File: config.mk
export PLATFORM = sky130hd
export DESIGN_NAME = track_sensor_emitter
export DESIGN_NICKNAME = d
export VERILOG_FILES = /design/src/rtl/track_sensor_emitter.sv
export SDC_FILE = /design/constraint.sdc
export NUM_CORES = 1
export LEC_CHECK = 0
export BUFFER_PORTS_ARGS = -buffer_cell sky130_fd_sc_hd__buf_2
export CORE_MARGIN = 2
export CORE_UTILIZATION = 32
export DETAILED_ROUTE_END_ITERATION = 16
export MAX_ROUTING_LAYER = met4
export PLACE_DENSITY = 0.51
export SKIP_LAST_GASP = 1
export SYNTH_ARGS = -nofsm -noshare
export SYNTH_HDL_FRONTEND = slang
export SYNTH_SLANG_ARGS = --single-unit
File: constraint.sdc
create_clock -name clk -period 3.6 [get_ports clk]
set_input_delay 0.36 -clock clk [delete_from_list [all_inputs] [get_ports clk]]
set_output_delay 0.36 -clock clk [all_outputs]
set_load 0.01 [all_outputs]
File: src/rtl/track_sensor_emitter.sv
// Simulated train pass: pulses S1..S6 in turn with rising edges one segment time apart.
// Optional macro TRACK_REVERSE_DIR_EN adds a dir input (1 = traverse S6 -> S1).
module track_sensor_emitter #(
    parameter int unsigned PULSE_CYCLES = 4,
    parameter int unsigned SEG_W        = 16
) (
    input  logic             clk,
    input  logic             rst,
    input  logic             start,
    input  logic             abort,
    input  logic [SEG_W-1:0] seg_time,
`ifdef TRACK_REVERSE_DIR_EN
    input  logic             dir,
`endif
    output logic             S1,
    output logic             S2,
    output logic             S3,
    output logic             S4,
    output logic             S5,
    output logic             S6,
    output logic [2:0]       sensor_idx,
    output logic             busy,
    output logic             done
);

    typedef enum logic [1:0] {StIdle, StPulse, StGap, StDone} state_e;

    // Shortest legal segment leaves one low cycle between sensor pulses.
    localparam logic [SEG_W-1:0] SegMin    = SEG_W'(PULSE_CYCLES + 1);
    localparam logic [SEG_W-1:0] PulseLast = SEG_W'(PULSE_CYCLES - 1);
    localparam logic [SEG_W-1:0] One       = SEG_W'(1);

    state_e           state_q, state_d;
    logic [SEG_W-1:0] cnt_q, cnt_d;
    logic [SEG_W-1:0] seg_q, seg_d;
    logic [2:0]       step_q, step_d;
    logic             rev_q, rev_d;
    logic [5:0]       s_q, s_d;
    logic [2:0]       idx_q, idx_d;
    logic             busy_q, busy_d;
    logic             done_q, done_d;
    logic [2:0]       cur_idx;

    always_comb begin
        state_d = state_q;
        cnt_d   = cnt_q;
        step_d  = step_q;
        seg_d   = seg_q;
        rev_d   = rev_q;
        if (abort && state_q != StIdle) begin
            state_d = StIdle;
            cnt_d   = '0;
            step_d  = '0;
        end else begin
            unique case (state_q)
                StIdle: begin
                    if (start && !abort) begin
                        state_d = StPulse;
                        cnt_d   = '0;
                        step_d  = '0;
                        seg_d   = (seg_time < SegMin) ? SegMin : seg_time;
`ifdef TRACK_REVERSE_DIR_EN
                        rev_d   = dir;
`endif
                    end
                end
                StPulse: begin
                    // Counter runs on through the gap; it never exceeds seg_q - 1.
                    if (cnt_q == PulseLast) begin
                        state_d = (step_q == 3'd5) ? StDone : StGap;
                    end
                    cnt_d = cnt_q + One;
                end
                StGap: begin
                    if (cnt_q == seg_q - One) begin
                        state_d = StPulse;
                        cnt_d   = '0;
                        step_d  = step_q + 3'd1;
                    end else begin
                        cnt_d = cnt_q + One;
                    end
                end
                StDone: begin
                    state_d = StIdle;
                    cnt_d   = '0;
                    step_d  = '0;
                end
                default: state_d = StIdle;
            endcase
        end
    end

    // Outputs are decoded from the next state so they appear registered.
    always_comb begin
        cur_idx = rev_d ? (3'd6 - step_d) : (step_d + 3'd1);
        busy_d  = (state_d != StIdle);
        done_d  = (state_d == StDone);
        idx_d   = busy_d ? cur_idx : 3'd0;
        s_d     = '0;
        for (int k = 0; k < 6; k++) begin
            s_d[k] = (state_d == StPulse) && (cur_idx == 3'(k + 1));
        end
    end

    always_ff @(posedge clk) begin
        if (rst) begin
            state_q <= StIdle;
            cnt_q   <= '0;
            seg_q   <= '0;
            step_q  <= '0;
            rev_q   <= 1'b0;
            s_q     <= '0;
            idx_q   <= '0;
            busy_q  <= 1'b0;
            done_q  <= 1'b0;
        end else begin
            state_q <= state_d;
            cnt_q   <= cnt_d;
            seg_q   <= seg_d;
            step_q  <= step_d;
            rev_q   <= rev_d;
            s_q     <= s_d;
            idx_q   <= idx_d;
            busy_q  <= busy_d;
            done_q  <= done_d;
        end
    end

    assign {S6, S5, S4, S3, S2, S1} = s_q;
    assign sensor_idx = idx_q;
    assign busy       = busy_q;
    assign done       = done_q;

endmodule

==> results.sh, run 1 <==
export IMPL_status="completed"
export IMPL_placementRows=33
export IMPL_synth_distinct_cells=56
export IMPL_totalWireLength_mm=6.73
export IMPL_postCtsResizedCells=0
export IMPL_drtPass1Iterations=4
export IMPL_critPathBufInv=1
export IMPL_grt_antenna_before_repair=0
export IMPL_min_period_ns=3.37
export IMPL_wl_per_cell_um=14.3
export IMPL_whs_ns=0.301
export IMPL_grt_pass1_vias=2442
export IMPL_root_buffer="clkbuf_8"
export IMPL_synth_top_cells_by_count="nand2_1, dfxtp_1, nor2_1"
export IMPL_cts_buffers=5
export IMPL_synth_compound_area_share_pct=13.7
export IMPL_grt_overflow=0
export IMPL_gp_congestion=0.900
export IMPL_nets=394
export IMPL_p_leak_nw=1.27
export IMPL_startpoint_type="register"
export IMPL_synth_top_area_share_pct=35.1
export IMPL_die_h_um=96.5
export IMPL_ir_drop_mv=0.203
export IMPL_layout_cells_non_filler=471
export IMPL_synth_seq_cells=48
export IMPL_yosys_most_used_dff="dfxtp_1"
export IMPL_route_detailed_drc=0
export IMPL_p_comb_share_pct=24.2
export IMPL_swShare_pct=31.1
export IMPL_synth_mux_area_share_pct=1.28
export IMPL_post_cts_buffers=0
export IMPL_avgSynthCellArea_um2=8.10
export IMPL_cts_tree="built"
export IMPL_drive_above_1_share_pct=17.2
export IMPL_fill_cells=875
export IMPL_die_area_um2=9310
export IMPL_worstPathCellList="inv_1 -> ha_1 -> or3b_2 -> nor2_1 -> a31oi_1 -> a221oi_1 -> o2111ai_2 -> mux2i_1 -> nor2_1 -> or2_4 -> ha_1 -> nor2b_1"
export IMPL_slew_viol_final=0
export IMPL_synth_edf_count=0
export IMPL_ys_seq_area_share_pct=35.1
export IMPL_finalPower_w=0.00129
export IMPL_power_frac_clock_pct=31.0
export IMPL_cp_slowest_cell="or3b_2"
export IMPL_ant_nets=0
export IMPL_synthSimpleGateAreaFrac_pct=30.7
export IMPL_finClkSkew_ns=0.00539
export IMPL_p_int_w=0.000887
export IMPL_maxSlewHeadroom_pct=63.7
export IMPL_synthAdderAreaFrac_pct=4.11
export IMPL_die_x_um=96.5
export IMPL_grt_use_total_pct=16.7
export IMPL_clockBufferDepth=2
export IMPL_clk_pin_slew_ns=0.09
export IMPL_ios=31
export IMPL_via_per_inst=5.11
export IMPL_finalSetupTns_ns=0
export IMPL_synthXorXnorAreaFrac_pct=11.1
export IMPL_cap_violations=0
export IMPL_diodes=0
export IMPL_portBuffers=30
export IMPL_rsz0062_at_grt="false"
export IMPL_crit_type="reg2reg"
export IMPL_insertion_delay_ns=0.30
export IMPL_crit_family="simple AND/OR/NAND/NOR gates"
export IMPL_yosys_cell_count_top_type="nand2_1"
export IMPL_hpwl_mm=5.05
export IMPL_slowest_delay_ns=0.52
export IMPL_htreeDepth=2
export IMPL_core_area_um2=8260
export IMPL_synth_area_leaders="dfxtp_1, nand2_1, nor2_1"
export IMPL_hold_violations=0
export IMPL_netlist_instances=338
export IMPL_switching_power_w=0.000401
export IMPL_drt_iter0_drc=94
export IMPL_tightestPinTransition_ns=0.537
export IMPL_numClockSinks=48
export IMPL_p_seq_share_pct=44.8
export IMPL_synth_fp_nets=367
export IMPL_p_per_area_nw_per_um2=414
export IMPL_fmax_mhz=297
export IMPL_arrival_ns=3.56
export IMPL_setup_violations=0
export IMPL_crit_required_ns=3.79
export IMPL_area_growth_pct=13.6
export IMPL_fin_crit_sh_pct=93.5
export IMPL_worstHoldPathType="in2reg"
export IMPL_start_util_pct=33.2
export IMPL_vias=2408
export IMPL_dp_cells=463
export IMPL_ctsHoldBuffers=0
export IMPL_synth_top_family_by_area="simple AND/OR/NAND/NOR gates"
export IMPL_grt_pass1_wl_mm=11.9
export IMPL_synthArstFlopShare_pct=0
export IMPL_yosysWarnings=0
export IMPL_synth_area_um2=2740
export IMPL_cp_end_kind="register"
export IMPL_grt_max_degree=19
export IMPL_cp_max_fo=7
export IMPL_yosysTopAreaCell="dfxtp_1"
[sequential cells by signal (all words and copies together), names as in the netlist]
name,cells
busy,1
cnt_q,16
done,1
s_q,6
seg_q,16
sensor_idx,3
state_q,2
step_q,3
[layout make-up]
cell class | instances | area [um^2] | share of cell area (%)
Clock buffer | 5 | 68.8 | 2.21
Clock inverter | 3 | 42.5 | 1.37
Inverter | 12 | 45.0 | 1.45
Multi-Input combinational cell | 262 | 1670 | 53.6
Sequential cell | 48 | 961 | 30.9
Tap cell | 105 | 131 | 4.22
Timing Repair Buffer | 36 | 195 | 6.28
[logic make-up after synthesis]
kind of cell               after synthesis
buffers and inverters                   28
xor gates and xnor gates                32
AOI/OAI and AO/OA                       52
and+or+nand+nor                        166
DFF                                     48
adders and majority gates                9
muxes                                    3
[power by group through the flow]
stage	registers [W]	clock network, W	logic [W]
4_1_cts	0.000577	0.000412	0.000313
3_5_place_dp	0.000589	0	0.000309
2_1_floorplan	0.000588	0	0.000226
3_3_place_gp	0.000589	0	0.000309
5_1_grt	0.000580	0.000439	0.000351
6_report	0.000577	0.000399	0.000312
[per-stage QoR]
stage / instance area, um^2 / worst slack, ns / util [%]
after floorplan: 2740 / 0.492 / -
after global placement: 3000 / 0.316 / 36.3
after detailed placement: 3000 / 0.262 / 36.3
after CTS: 3110 / 0.230 / 37.7
after global routing: 3110 / 0.00290 / 37.7
final: 3110 / 0.234 / 37.7
[worst min-delay path, stage by stage]
cell and delay [ns]:
buf_2 0.10, nand2_1 0.05, a21oi_1 0.05
[worst paths after layout]
path                                             start                  endpoint  slack (ns)  cells after the start
worst max register to register   seg_q[0]$_SDFFE_PP0P_  sensor_idx[1]$_SDFF_PP0_        0.23                     12
worst min register to register  seg_q[15]$_SDFFE_PP0P_    seg_q[15]$_SDFFE_PP0P_        0.49                      2
worst min-delay path                      seg_time[11]    seg_q[11]$_SDFFE_PP0P_        0.30                      3
worst max-delay path             seg_q[0]$_SDFFE_PP0P_  sensor_idx[1]$_SDFF_PP0_        0.23                     12
[routing by layer]
layer | routed length (um) | part of all wire (%) | GRT usage (%) | vias up
li1 | - | - | - | 1215
met1 | 3250 | 48 | 21.0 | 1149
met2 | 3240 | 48 | 27.9 | 33
met3 | 153 | 2.3 | 2.79 | 11
met4 | 93 | 1.4 | 4.23 | 0
met5 | 0 | 0 | - | -
[layout by cell type, fill, tap and decap left out, types with 7 or more instances in the layout]
| cell type | Yosys | routed |
|---|---|---|
| xnor2_1 | 15 | 15 |
| nand4_1 | 10 | 10 |
| nor2_1 | 43 | 43 |
| nor3_1 | 7 | 7 |
| xor2_1 | 15 | 15 |
| nand2_1 | 52 | 52 |
| buf_2 | 4 | 30 |
| ha_1 | 9 | 9 |
| a21oi_1 | 22 | 22 |
| inv_1 | 12 | 12 |
| dfxtp_1 | 48 | 48 |
| and3_1 | 9 | 9 |
Power figures use the tool's default switching activity.
==> inputs of run 2 (changes only) <==
Settings changed: CORE_ASPECT_RATIO from default to 1.25, SLEW_MARGIN from default to 10.
==> run 2 against run 1 <==
Critical path depth down 1. Worst hold slack worse by 0.0073 ns. Register-to-register slack better by 0.06 ns. First-iteration DRC count up 29%. Final area up 0.28%. Final cell count down 1.9%. Power up 5.2%. Core utilization about the same. Die area about the same. Critical path type unchanged. Largest power group unchanged. Highest routed layer unchanged.
==> results.sh, run 2 (synthesis results as in run 1) <==
export IMPL_route_detailed_drc=0
export IMPL_grt_max_degree=19
export IMPL_dp_cells=454
export IMPL_gp_congestion=0.807
export IMPL_min_period_ns=3.30
export IMPL_wl_per_cell_um=14.6
export IMPL_grt_pass1_wl_mm=11.2
export IMPL_slew_viol_final=0
export IMPL_final_cell_mix="nand2_1, dfxtp_1, nor2_1"
export IMPL_totalWireLength_mm=6.73
export IMPL_grt_antenna_before_repair=0
export IMPL_cts_buffers=5
export IMPL_ir_drop_mv=0.186
export IMPL_worstHoldPathType="in2reg"
export IMPL_fmax_mhz=303
export IMPL_slowest_delay_ns=0.52
export IMPL_crit_family="simple AND/OR/NAND/NOR gates"
export IMPL_diodes=0
export IMPL_ant_nets=0
export IMPL_die_area_um2=9320
export IMPL_nets=393
export IMPL_clk_pin_slew_ns=0.10
export IMPL_grt_pass1_vias=2420
export IMPL_htreeDepth=2
export IMPL_postCtsResizedCells=0
export IMPL_startpoint_type="register"
export IMPL_grt_use_total_pct=15.6
export IMPL_ctsHoldBuffers=0
export IMPL_status="completed"
export IMPL_fin_crit_sh_pct=91.7
export IMPL_multi_input_area_um2=1670
export IMPL_drtPass1Iterations=4
export IMPL_critPathBufInv=1
export IMPL_final_common_cell="nand2_1"
export IMPL_rsz0062_at_grt="false"
export IMPL_placementRows=37
export IMPL_die_h_um=107
export IMPL_cap_violations=0
export IMPL_hpwl_mm=5.29
export IMPL_largestRegisters="cnt_q (16), seg_q (16), s_q (6)"
export IMPL_fin_area_um2=3120
export IMPL_fill_cells=880
export IMPL_cp_end_kind="register"
export IMPL_post_cts_buffers=0
export IMPL_cts_tree="built"
export IMPL_insertion_delay_ns=0.31
export IMPL_clockBufferDepth=2
export IMPL_crit_type="reg2reg"
export IMPL_numClockSinks=48
export IMPL_cp_max_fo=7
export IMPL_cp_common_cell="ha_1"
export IMPL_dpl_cell_area_um2=2980
export IMPL_vias=2412
export IMPL_crit_required_ns=3.80
export IMPL_maxSlewHeadroom_pct=66.2
export IMPL_p_per_area_nw_per_um2=434
export IMPL_finalSetupTns_ns=0
export IMPL_finalPower_w=0.00136
export IMPL_area_growth_pct=13.9
export IMPL_grt_overflow=0
export IMPL_root_buffer="clkbuf_8"
export IMPL_core_area_um2=8290
export IMPL_die_x_um=86.7
export IMPL_finClkSkew_ns=0.0119
export IMPL_hold_violations=0
export IMPL_via_per_inst=5.22
export IMPL_drive_above_1_share_pct=17.0
export IMPL_cp_slowest_cell="or3b_2"
export IMPL_layout_cells_non_filler=462
export IMPL_seq_area_um2=961
export IMPL_worstPathCellList="inv_1 -> ha_1 -> or3b_2 -> o311a_1 -> nor4_2 -> o2111ai_2 -> mux2i_1 -> nor2_1 -> or2_4 -> ha_1 -> nor2b_1"
export IMPL_drt_iter0_drc=121
export IMPL_start_util_pct=33.0
export IMPL_ios=31
export IMPL_tightestPinTransition_ns=0.502
export IMPL_portBuffers=30
export IMPL_setup_violations=0
export IMPL_arrival_ns=3.50
export IMPL_p_leak_nw=1.28
==> run 2: cell types whose count changed in the layout (fill, tap and decap cells not counted), sizes merged <==
cell / previous run / this run
buf: 36 / 35
bufinv: 1 / 2
clkinv: 1 / 0
clkinvlp: 1 / 0
inv: 12 / 13
==> run 2: where the power goes <==
part / switching (W) / leakage (nW) / internal, W
Sequential: 0.0000241 / 0.389 / 0.000555
Clock: 0.000193 / 0.0687 / 0.000280
Combinational: 0.000178 / 0.821 / 0.000125
Total: 0.000395 / 1.28 / 0.000960
==> run 2: through the flow <==
stage / setup slack [ns] / util [%] / hold WS (ns)
4_1_cts: 0.277 / 37.6 / 0.286
5_1_grt: 0.0528 / 37.6 / 0.282
3_3_place_gp: 0.338 / 36.0 / 0.479
6_report: 0.297 / 37.6 / 0.294
2_1_floorplan: 0.492 / - / 0.449
3_5_place_dp: 0.250 / 36.0 / 0.478
==> run 2: layout make-up <==
type                       count  area share [%]
sequential                    48            30.8
tap                           97            3.89
inverter                      12            1.44
clock inverter                 3            2.21
clock buffer                   5            2.21
multi-input combinational    262            53.4
timing repair buffer          35            6.02
==> run 2: tightest hold or removal path, stage by stage <==
cell,delay (ns)
buf_2,0.10
nand2_1,0.05
a21oi_1,0.05
==> run 2: routing by layer <==
layer,global-route usage [%],up-vias,share of wire [%]
li1,-,1219,-
met1,17.0,1152,42
met2,28.7,30,54
met3,2.07,11,1.7
met4,5.47,0,2.1
met5,-,-,0
==> run 2: path summary, 6_finish.rpt <==
check	startpoint	end	slack [ns]	depth (start not counted)
max	seg_q[0]$_SDFFE_PP0P_	sensor_idx[1]$_SDFF_PP0_	0.30	11
min	seg_time[8]	seg_q[8]$_SDFFE_PP0P_	0.29	3
max reg2reg	seg_q[0]$_SDFFE_PP0P_	sensor_idx[1]$_SDFF_PP0_	0.30	11
min reg2reg	seg_q[15]$_SDFFE_PP0P_	seg_q[15]$_SDFFE_PP0P_	0.49	2
